**src/rtl/bus_protocol_pkg.sv**
```systemverilog
// Shared definitions for the bus protocol target: data width, FSM state
// encoding and the legal acknowledge-delay range.
package bus_protocol_pkg;

  localparam int unsigned DATA_W      = 8;
  localparam int unsigned ACK_DLY_MIN = 1;
  localparam int unsigned ACK_DLY_MAX = 3;
  localparam int unsigned STATE_W     = 2;

  typedef logic [DATA_W-1:0] data_t;

  typedef enum logic [STATE_W-1:0] {
    ST_IDLE = 2'd0,
    ST_WAIT = 2'd1,
    ST_ACK  = 2'd2,
    ST_DONE = 2'd3
  } state_e;

endpackage

```
**src/rtl/bus_protocol_target_if.sv**
```systemverilog
// Master/target write handshake bundle.
//   dValid : master transfer-valid strobe
//   data   : master write data
//   dAck   : target acknowledge pulse
interface bus_protocol_target_if;
  import bus_protocol_pkg::*;

  logic  dValid;
  data_t data;
  logic  dAck;

  modport master (output dValid, output data, input dAck);
  modport slave  (input dValid, input data, output dAck);

endinterface

```
**src/rtl/bus_rx_fifo.sv**
```systemverilog
// Receive buffer with show-ahead read port.
// Ports:
//   clk, reset : clock and synchronous active-high reset
//   push/wdata : write request and data (ignored when full unless popping)
//   pop        : read request (ignored when empty)
//   rdata      : current head entry, valid while empty=0
//   full/empty : registered occupancy flags
//   level      : number of stored entries
module bus_rx_fifo #(
  parameter int unsigned DEPTH = 4,
  parameter int unsigned W     = 8
) (
  input  logic                     clk,
  input  logic                     reset,
  input  logic                     push,
  input  logic [W-1:0]             wdata,
  input  logic                     pop,
  output logic [W-1:0]             rdata,
  output logic                     full,
  output logic                     empty,
  output logic [$clog2(DEPTH):0]   level
);

  localparam int unsigned AW = $clog2(DEPTH);
  localparam int unsigned LW = AW + 1;

  if (DEPTH < 2 || DEPTH > 16 || (DEPTH & (DEPTH - 1)) != 0) begin : g_bad_depth
    $fatal(1, "bus_rx_fifo: DEPTH must be a power of two in 2..16");
  end

  logic [W-1:0]  mem [DEPTH];
  logic [AW-1:0] wr_ptr;
  logic [AW-1:0] rd_ptr;
  logic [LW-1:0] count;
  logic [LW-1:0] count_nxt;
  logic          do_push;
  logic          do_pop;

  // A push into a full buffer is only legal when a pop frees the slot
  // in the same cycle.
  always_comb begin
    do_pop    = pop && !empty;
    do_push   = push && (!full || do_pop);
    count_nxt = count;
    case ({do_push, do_pop})
      2'b10:   count_nxt = count + LW'(1);
      2'b01:   count_nxt = count - LW'(1);
      default: count_nxt = count;
    endcase
  end

  // Storage, pointers and registered flags.
  always_ff @(posedge clk) begin
    if (reset) begin
      for (int i = 0; i < int'(DEPTH); i++) mem[i] <= '0;
      wr_ptr <= '0;
      rd_ptr <= '0;
      count  <= '0;
      empty  <= 1'b1;
      full   <= 1'b0;
    end else begin
      if (do_push) begin
        mem[wr_ptr] <= wdata;
        wr_ptr      <= wr_ptr + AW'(1);
      end
      if (do_pop) rd_ptr <= rd_ptr + AW'(1);
      count <= count_nxt;
      empty <= (count_nxt == '0);
      full  <= (count_nxt == LW'(DEPTH));
    end
  end

  assign rdata = mem[rd_ptr];
  assign level = count;

endmodule

```
**src/rtl/bus_protocol_target.sv**
```systemverilog
// Write target: accepts one byte per dValid burst, acknowledges it after a
// programmable wait, and queues it in a receive FIFO for a local consumer.
// Ports:
//   clk, reset  : clock and synchronous active-high reset
//   bus         : dValid/data in, dAck out (slave modport)
//   rd_en       : consumer pop request
//   rd_data     : FIFO head (show-ahead), valid while rd_empty=0
//   rd_empty    : FIFO empty
//   rd_full     : FIFO full
//   level       : FIFO occupancy
//   ovf         : sticky, an acknowledged byte was dropped on a full FIFO
//   err         : sticky, protocol violation seen
//   err_clr     : clears ovf and err (a coincident new event wins)
module bus_protocol_target
  import bus_protocol_pkg::*;
#(
  parameter int unsigned ACK_DLY    = 1,
  parameter int unsigned FIFO_DEPTH = 4
) (
  input  logic                         clk,
  input  logic                         reset,
  bus_protocol_target_if.slave         bus,
  input  logic                         rd_en,
  output data_t                        rd_data,
  output logic                         rd_empty,
  output logic                         rd_full,
  output logic [$clog2(FIFO_DEPTH):0]  level,
  output logic                         ovf,
  output logic                         err,
  input  logic                         err_clr
);

  if (ACK_DLY < ACK_DLY_MIN || ACK_DLY > ACK_DLY_MAX) begin : g_bad_ack_dly
    $fatal(1, "bus_protocol_target: ACK_DLY must be in 1..3");
  end

  localparam int unsigned       CNT_W    = $clog2(ACK_DLY_MAX + 1);
  localparam logic [CNT_W-1:0]  CNT_LAST = CNT_W'(ACK_DLY - 1);

  localparam logic [STATE_W-1:0] IDLE = ST_IDLE;
  localparam logic [STATE_W-1:0] WAIT = ST_WAIT;
  localparam logic [STATE_W-1:0] ACK  = ST_ACK;
  localparam logic [STATE_W-1:0] DONE = ST_DONE;

  logic [STATE_W-1:0] state_q;
  logic [STATE_W-1:0] state_d;
  logic [CNT_W-1:0]   cnt_q;
  logic [CNT_W-1:0]   cnt_d;
  data_t              ref_q;
  data_t              ref_d;
  logic               dack_d;
  logic               ovf_d;
  logic               err_d;
  logic               push_c;
  logic               err_set_c;
  logic               ovf_set_c;

  // Next-state, FIFO push and error-event decode.
  always_comb begin
    state_d   = state_q;
    cnt_d     = cnt_q;
    ref_d     = ref_q;
    push_c    = 1'b0;
    err_set_c = 1'b0;
    ovf_set_c = 1'b0;

    case (state_q)
      IDLE: begin
        if (bus.dValid) begin
          state_d = WAIT;
          cnt_d   = '0;
          ref_d   = bus.data;
        end
      end
      WAIT: begin
        if (!bus.dValid) begin
          err_set_c = 1'b1;
          state_d   = IDLE;
          cnt_d     = '0;
        end else begin
          if (bus.data != ref_q) err_set_c = 1'b1;
          cnt_d = cnt_q + CNT_W'(1);
          if (cnt_q == CNT_LAST) state_d = ACK;
        end
      end
      ACK: begin
        if (!bus.dValid) begin
          err_set_c = 1'b1;
          state_d   = IDLE;
        end else begin
          if (bus.data != ref_q) err_set_c = 1'b1;
          // A same-cycle pop makes room even when the FIFO is full.
          push_c    = !rd_full || rd_en;
          ovf_set_c = !push_c;
          state_d   = DONE;
        end
      end
      DONE: begin
        if (bus.dValid) err_set_c = 1'b1;
        else            state_d   = IDLE;
      end
      default: state_d = IDLE;
    endcase

    dack_d = (state_d == ACK);
    // Set has priority over clear so a coincident event is not lost.
    ovf_d  = ovf_set_c ? 1'b1 : (err_clr ? 1'b0 : ovf);
    err_d  = err_set_c ? 1'b1 : (err_clr ? 1'b0 : err);
  end

  // State and output registers.
  always_ff @(posedge clk) begin
    if (reset) begin
      state_q  <= IDLE;
      cnt_q    <= '0;
      ref_q    <= '0;
      bus.dAck <= 1'b0;
      ovf      <= 1'b0;
      err      <= 1'b0;
    end else begin
      state_q  <= state_d;
      cnt_q    <= cnt_d;
      ref_q    <= ref_d;
      bus.dAck <= dack_d;
      ovf      <= ovf_d;
      err      <= err_d;
    end
  end

  bus_rx_fifo #(
    .DEPTH (FIFO_DEPTH),
    .W     (DATA_W)
  ) u_fifo (
    .clk   (clk),
    .reset (reset),
    .push  (push_c),
    .wdata (bus.data),
    .pop   (rd_en),
    .rdata (rd_data),
    .full  (rd_full),
    .empty (rd_empty),
    .level (level)
  );

endmodule

```
**src/flat_wrapper.sv**
```systemverilog
// flat-port wrapper written by rule: the top's interface ports become plain ports
module bus_protocol_target_flat import bus_protocol_pkg::*;
#(
  parameter int unsigned ACK_DLY    = 1,
  parameter int unsigned FIFO_DEPTH = 4
)
  (clk, reset, rd_en, rd_data, rd_empty, rd_full, level, ovf, err, err_clr, bus_dValid, bus_data, bus_dAck);
  bus_protocol_target_if bus_i ();
  input  logic clk;
  input  logic reset;
  input  logic rd_en;
  output data_t rd_data;
  output logic rd_empty;
  output logic rd_full;
  output logic [$clog2(FIFO_DEPTH):0] level;
  output logic ovf;
  output logic err;
  input  logic err_clr;
  input wire logic [$bits(bus_i.dValid)-1:0] bus_dValid;
  input wire logic [$bits(bus_i.data)-1:0] bus_data;
  output wire logic [$bits(bus_i.dAck)-1:0] bus_dAck;
  assign bus_i.dValid = bus_dValid;
  assign bus_i.data = bus_data;
  assign bus_dAck = bus_i.dAck;
  bus_protocol_target #(.ACK_DLY(ACK_DLY), .FIFO_DEPTH(FIFO_DEPTH)) u_core (.clk(clk), .reset(reset), .bus(bus_i), .rd_en(rd_en), .rd_data(rd_data), .rd_empty(rd_empty), .rd_full(rd_full), .level(level), .ovf(ovf), .err(err), .err_clr(err_clr));
endmodule
```
**config.mk**
```make
export PLATFORM = sky130hd
export DESIGN_NAME = bus_protocol_target_flat
export DESIGN_NICKNAME = d
export VERILOG_FILES = /design/src/rtl/bus_protocol_pkg.sv /design/src/rtl/bus_protocol_target_if.sv /design/src/rtl/bus_rx_fifo.sv /design/src/rtl/bus_protocol_target.sv /design/src/flat_wrapper.sv
export SDC_FILE = /design/constraint.sdc
export NUM_CORES = 1
export LEC_CHECK = 0
export CELL_PAD_IN_SITES_DETAIL_PLACEMENT = 1
export CELL_PAD_IN_SITES_GLOBAL_PLACEMENT = 1
export CORE_MARGIN = 3
export CORE_UTILIZATION = 45
export CTS_CLUSTER_SIZE = 24
export DETAILED_ROUTE_END_ITERATION = 8
export GPL_ROUTABILITY_DRIVEN = 0
export MAX_ROUTING_LAYER = met4
export PLACE_DENSITY_LB_ADDON = 0.1
export SYNTH_ARGS = -nofsm -noshare
export SYNTH_HDL_FRONTEND = slang
export SYNTH_HIERARCHICAL = 1
export SYNTH_SLANG_ARGS = --single-unit
```
**constraint.sdc**
```tcl
create_clock -name clk -period 3.3 [get_ports clk]
set_input_delay 0.825 -clock clk [delete_from_list [all_inputs] [get_ports clk]]
set_output_delay 0.825 -clock clk [all_outputs]
set_load 0.05 [all_outputs]
```
* Word-level counts from Yosys, hierarchy flattened *
Memories as Yosys holds them, arrays and structs flattened. A register that Yosys moved wholly into a read port is not among the register bits.
Cells that the tools add are included.

word-level totals
  register bits = 24
  RAM bits = 32
  input bits = 13
  output and inout bits = 16
  logic and storage cells = 74
  memories = 1

memories
  memory             words  bits a word  read ports  clocked after memory_dff  write ports  line               text
  u_core.u_fifo.mem  4      8            1           1                         4            bus_rx_fifo.sv:31  logic [W-1:0] mem [DEPTH];

cells by class
  $add $sub $neg = 5
  equal/unequal tests = 9
  multiplexer cells = 31
  reductions and logical operators = 17

operators by type and width
  kind                 number
  $mux 2               10
  $mux 1               16
  $eq 2x2->1 const B   4
  $mux 8               1
  $ne 8x8->1           1
  $pmux 2 s4           1
  $reduce_or 8->1      1
  $add 2x1->2 const B  3
  $pmux 3 s2           1
  $reduce_bool 2->1    3
  $eq 2x1->1 const B   2
  $logic_not 2->1      2
  $pmux 2 s2           1
  $reduce_and 2->1     2
  $add 3x1->3 const B  1
  $eq 3x3->1 const B   1
  $logic_not 1->1      3
  $logic_not 3->1      1
  $sub 3x1->3 const B  1
  $logic_and 1x1->1    2
  $logic_or 1x1->1     2
  $ne 2x2->1 const B   1
  $pmux 1 s2           1
  $reduce_or 2->1      1

* Depth between registers and ports, before layout *
Gate-level depths: netlist (run 1).

  depth after elaboration = 10
  gate-level depth with buffers = 13
  depth with buffers taken out = 13

* By module *
The synthesis (run 1) kept the hierarchy.

by module, submodules not included
  module               times used  cells an instance  area an instance (sq um)  sequential area each (sq um)
  bus_rx_fifo          1           136                1,971.9                   1,181.1
  bus_protocol_target  1           90                 757.0                     300.3

* Worst setup path before layout (run 1) *
No wires, ideal clock.

  kind = input-to-reg
  start = in bus_dValid
  end = reg u_core.u_fifo.empty
  library setup time = 116 ps
  arrival time = 3,016 ps
  required time = 3,184 ps
  slack = 168 ps
  cell stages on the path = 13
  path buffers = 2
  cell sequence = buf_4 > buf_2 > nand2_1 > nor2_1 > inv_1 > a21oi_1 > inv_1 > ha_1 > inv_1 > fa_1 > xor2_1 > or4_1 > and3_1

on the way
  longest elaborated chain between the ends = 6
  elaborated cells on any way between the ends = 7
  classes of those cells = eq/ne: 2; mux: 3; reduce/logical: 2

ends and longest elaborated chain
  element                                          line                       text
  from (decl)                                      flat_wrapper.sv:19         input wire logic [$bits(bus_i.dValid)-1:0] bus_dValid;
  $mux 1 *                                         bus_protocol_target.sv:87  if (!bus.dValid) begin
  $mux 1 *                                         bus_protocol_target.sv:67  case (state_q)
  via u_core.push_c                                bus_protocol_target.sv:54  logic push_c;
  $logic_and 1x1->1 *                              bus_rx_fifo.sv:43          do_push = push && (!full || do_pop);
  $eq 2x1->1 / $eq 2x2->1 (equally long branches)  bus_rx_fifo.sv:45          case ({do_push, do_pop})
  $pmux 3 s2 *                                     bus_rx_fifo.sv:45
  $logic_not 3->1 *                                bus_rx_fifo.sv:68          empty <= (count_nxt == '0);
  to (signal assigned)                             bus_rx_fifo.sv:68
  to (decl)                                        bus_rx_fifo.sv:20          output logic empty,

Mark *: on every way through the listed nets, which the timed path passes. The rest lies on a longest branch.
A chain may end at the register's enable or synchronous reset.

==> results of run 1 <==
-- worst max-delay path by stage --
stage	from	endpoint	cells after the start	slack, ns
finish	flip-flop	rd_data[0]	3	0.22
global route	flip-flop	rd_data[0]	3	0.12
CTS	flip-flop	rd_data[0]	3	0.17
detailed placement	rd_en	u_core/u_fifo/empty	12	-0.01
global placement	rd_en	u_core/u_fifo/empty	12	0.12
floorplan	bus_dValid	u_core/u_fifo/empty	13	0.17
-- worst max-delay path, cell delays in order, from the launching register on --
cell and delay, ns:
dfxtp_1 0.47, buf_4 0.23, mux4_2 0.51, clkdlybuf4s50_1 0.71
-- cell usage after synthesis --
library cell / count
nor2_1: 11
a211o_1: 1
a21o_1: 2
nor3b_1: 1
a2111oi_4: 2
dfxtp_1: 26
nand3_1: 9
buf_6: 1
or4_1: 1
a21oi_1: 14
a31o_2: 2
a311oi_1: 1
a21oi_2: 1
o21bai_1: 1
nand2b_4: 1
o21a_1: 1
nor2b_1: 3
nand4b_1: 2
nor4_1: 1
clkbuf_1: 2
or3_4: 1
mux2i_1: 1
xnor2_1: 7
mux2_2: 1
and3_1: 3
a32oi_1: 2
edfxtp_1: 32
a211oi_4: 1
o21ai_0: 3
nand3b_1: 1
nand2_1: 13
xor2_1: 6
fa_1: 1
inv_1: 13
and2_1: 32
buf_4: 1
ha_1: 6
buf_2: 3
mux4_2: 8
a211oi_1: 3
buf_1: 1
nand2b_1: 4
-- where the power goes --
group / switching (uW) / internal (uW)
sequential: 20.3 / 791
combinational: 140 / 96.4
clock: 265 / 421
total: 425 / 1310
-- metal layers --
layer  wire [um]  global-route usage [%]  vias up
met3         173                    4.84       13
met2        2990                    30.4       29
met5           0                       -        -
li1            -                       -      878
met4         136                    9.36        0
met1        2600                    22.8      877
-- cell families after synthesis --
logic type	after synthesis
flip-flops	58
AO/OA/AOI/OAI	34
AND/OR/NAND/NOR	83
buffers and inverters	21
adder cells (fa/ha/maj)	7
multiplexers	10
XOR/XNOR	13
-- per-stage QoR --
stage	hold WS (ns)	setup WS, ns	power (uW)
after floorplan	0.442	0.168	981
after global placement	0.454	0.119	1060
after detailed placement	0.463	-0.0148	1060
after CTS	0.471	0.167	1760
after global routing	0.498	0.124	1820
final	0.470	0.217	1730
-- state kept, by name, indices dropped and copies added (netlist names), named ones only --
signal,cells
u_core/u_fifo/rd_ptr,2
u_core/u_fifo/level,3
u_core/u_fifo/empty,1
u_core/ovf,1
u_core/cnt_q,2
u_core/ref_q,8
u_core/u_fifo/wr_ptr,2
u_core/u_fifo/full,1
u_core/bus.dAck,1
u_core/err,1
u_core/u_fifo/mem,32
u_core/state_q,2
-- cell type report --
type	instances	area share [%]
inverters	13	1.47
flip-flops and latches	58	44.7
clock inverters	4	2.04
repair buffers	36	10.3
multi-input cells	147	34.8
well taps	72	2.72
clock buffers	12	4.07
==> summary.txt, run 1 <==
STA
  – Final Hold Fails: 0
  – Setup TNS Final: 0 ns
  – Minimum clock period: 3.08 ns
  – Final Setup Violations: 0
  – Final Max Tran Viols: 0
  – Crit share post-route: 93.4%
  – Worst relative slew slack: 35.6%
  – RSZ-0062 raised after global routing: no
  – Post-Route Skew: 0.00809 ns
  – Worst-Margin Slew: 0.960 ns
  – Fmax: 0.324 GHz

Global route
  – Vias in the first global route: 1939
  – Initial antenna violation count: 0
  – Gr ovfl total: 0
  – Largest net degree at the start of global routing: 24
  – Overall Global Routing Usage: 19.2%
  – First-pass GRT wire length: 9910 um

Clock network
  – Clock Latency Late Sink: 0.34 ns
  – Clk sinks: 58
  – CTS tree: yes
  – CTS max path bufs: 2
  – Num CTS Buffers: 9
  – Clk slew on worst S/H paths: 0.06 ns
  – Hold-fix buffers, CTS: 0
  – Post_cts resized: 0
  – Clk root buf: clkbuf_8
  – Post-CTS setup repair buffer count: 0
  – CTS HTree Levels: 3

Logic synthesis
  – Post-synthesis mux area share: 7.38%
  – Yosys reg bits: 58
  – Xor and xnor area share after synthesis: 4.17%
  – Largest family of logic cells by synthesized area: simple AND/OR/NAND/NOR gates
  – Syn Nets: 246
  – Syn Std Cell Area: 0.00273 mm^2
  – Syn avg cell area: 12.1 um^2
  – YS warnings: 6
  – Netlist cell types: 42
  – Register area share after synthesis: 54.3%
  – Share of the synthesized area in the top cell type: 35.2%
  – Synth Area in Simple Gates: 17.2%
  – Syn Inst Count: 226
  – Adder-cell share of the synthesized area: 3.48%
  – Yosys top cell by area: edfxtp_1
  – Complex-gate fraction of the synthesized area: 10.0%
  – Ranking of synthesized cells by area: edfxtp_1 35%, dfxtp_1 19%, and2_1 7.3%

Detailed routing
  – Vias/cell: 5.25
  – Routed WL: 5890 um
  – Drt wl/cell: 17.2 um
  – Initial drt markers: 48
  – DRT Pass-1 Iters: 4
  – DRC viols: 0
  – Vias: 1797
  – Final ANT Viol Nets: 0

Min path
  – Hold EP: u_core/ref_q[6]
  – HP Class: reg2reg
  – HP Start: u_core/ref_q[6]
  – Worst hold path cell count: 2

Place
  – Dpl hpwl: 4030 um
  – Dpl cells: 326
  – Placed instance area: 0.00311 mm^2
  – Buffers on Ports: 28

Layout
  – Area delta synth->final: 21.5%
  – Share of layout cells above drive strength 1: 13.3%
  – Most frequent cells in the layout: 32 x and2_1, 32 x edfxtp_1, 28 x clkdlybuf4s50_1
  – Finished Core Util: 58.4%
  – Area of the multi-input gates: 0.00115 mm^2
  – FILL cells: 594
  – Post-route insts no fill: 342
  – Fin area: 0.00332 mm^2
  – Register area: 0.00148 mm^2
  – Diode count: 0
  – Fin nets: 285

Pwr
  – Peak supply drop: 258 uV
  – Static Leakage: 0.00121 uW
  – P per Cell Area: 523 mW/mm^2

Critical path
  – CP required: 2.47 ns
  – R2r startpoint: u_core/u_fifo/full
  – Setup crit end kind: output pin
  – Critical path type: reg2out
  – CP max FO: 5
  – RR Endpoint: u_core/u_fifo/empty
  – R2R Setup Slk: 0.59 ns
  – Worst EP arrival: 2.26 ns
  – R2R cell count: 11
  – CP Launch Type: flip-flop

Flow run
  – MaxCap Viol Count: 0

Die
  – Initial core utilization: 48.1%
  – Top Ports: 29
  – Die width: 83.9 um
  – Die H: 83.9 um
  – Core area: 0.00568 mm^2
  – Full die area: 0.00703 mm^2
  – Row Count: 27

Outcome
  – Status: finished, final reports clean
(Power assumes the default switching activity.)
==> inputs of run 2 (changes only) <==
- GPL_ROUTABILITY_DRIVEN: 0 -> not set
==> results of run 2 <==
No change in the layout: final DEF, timing and power equal those of run 1.
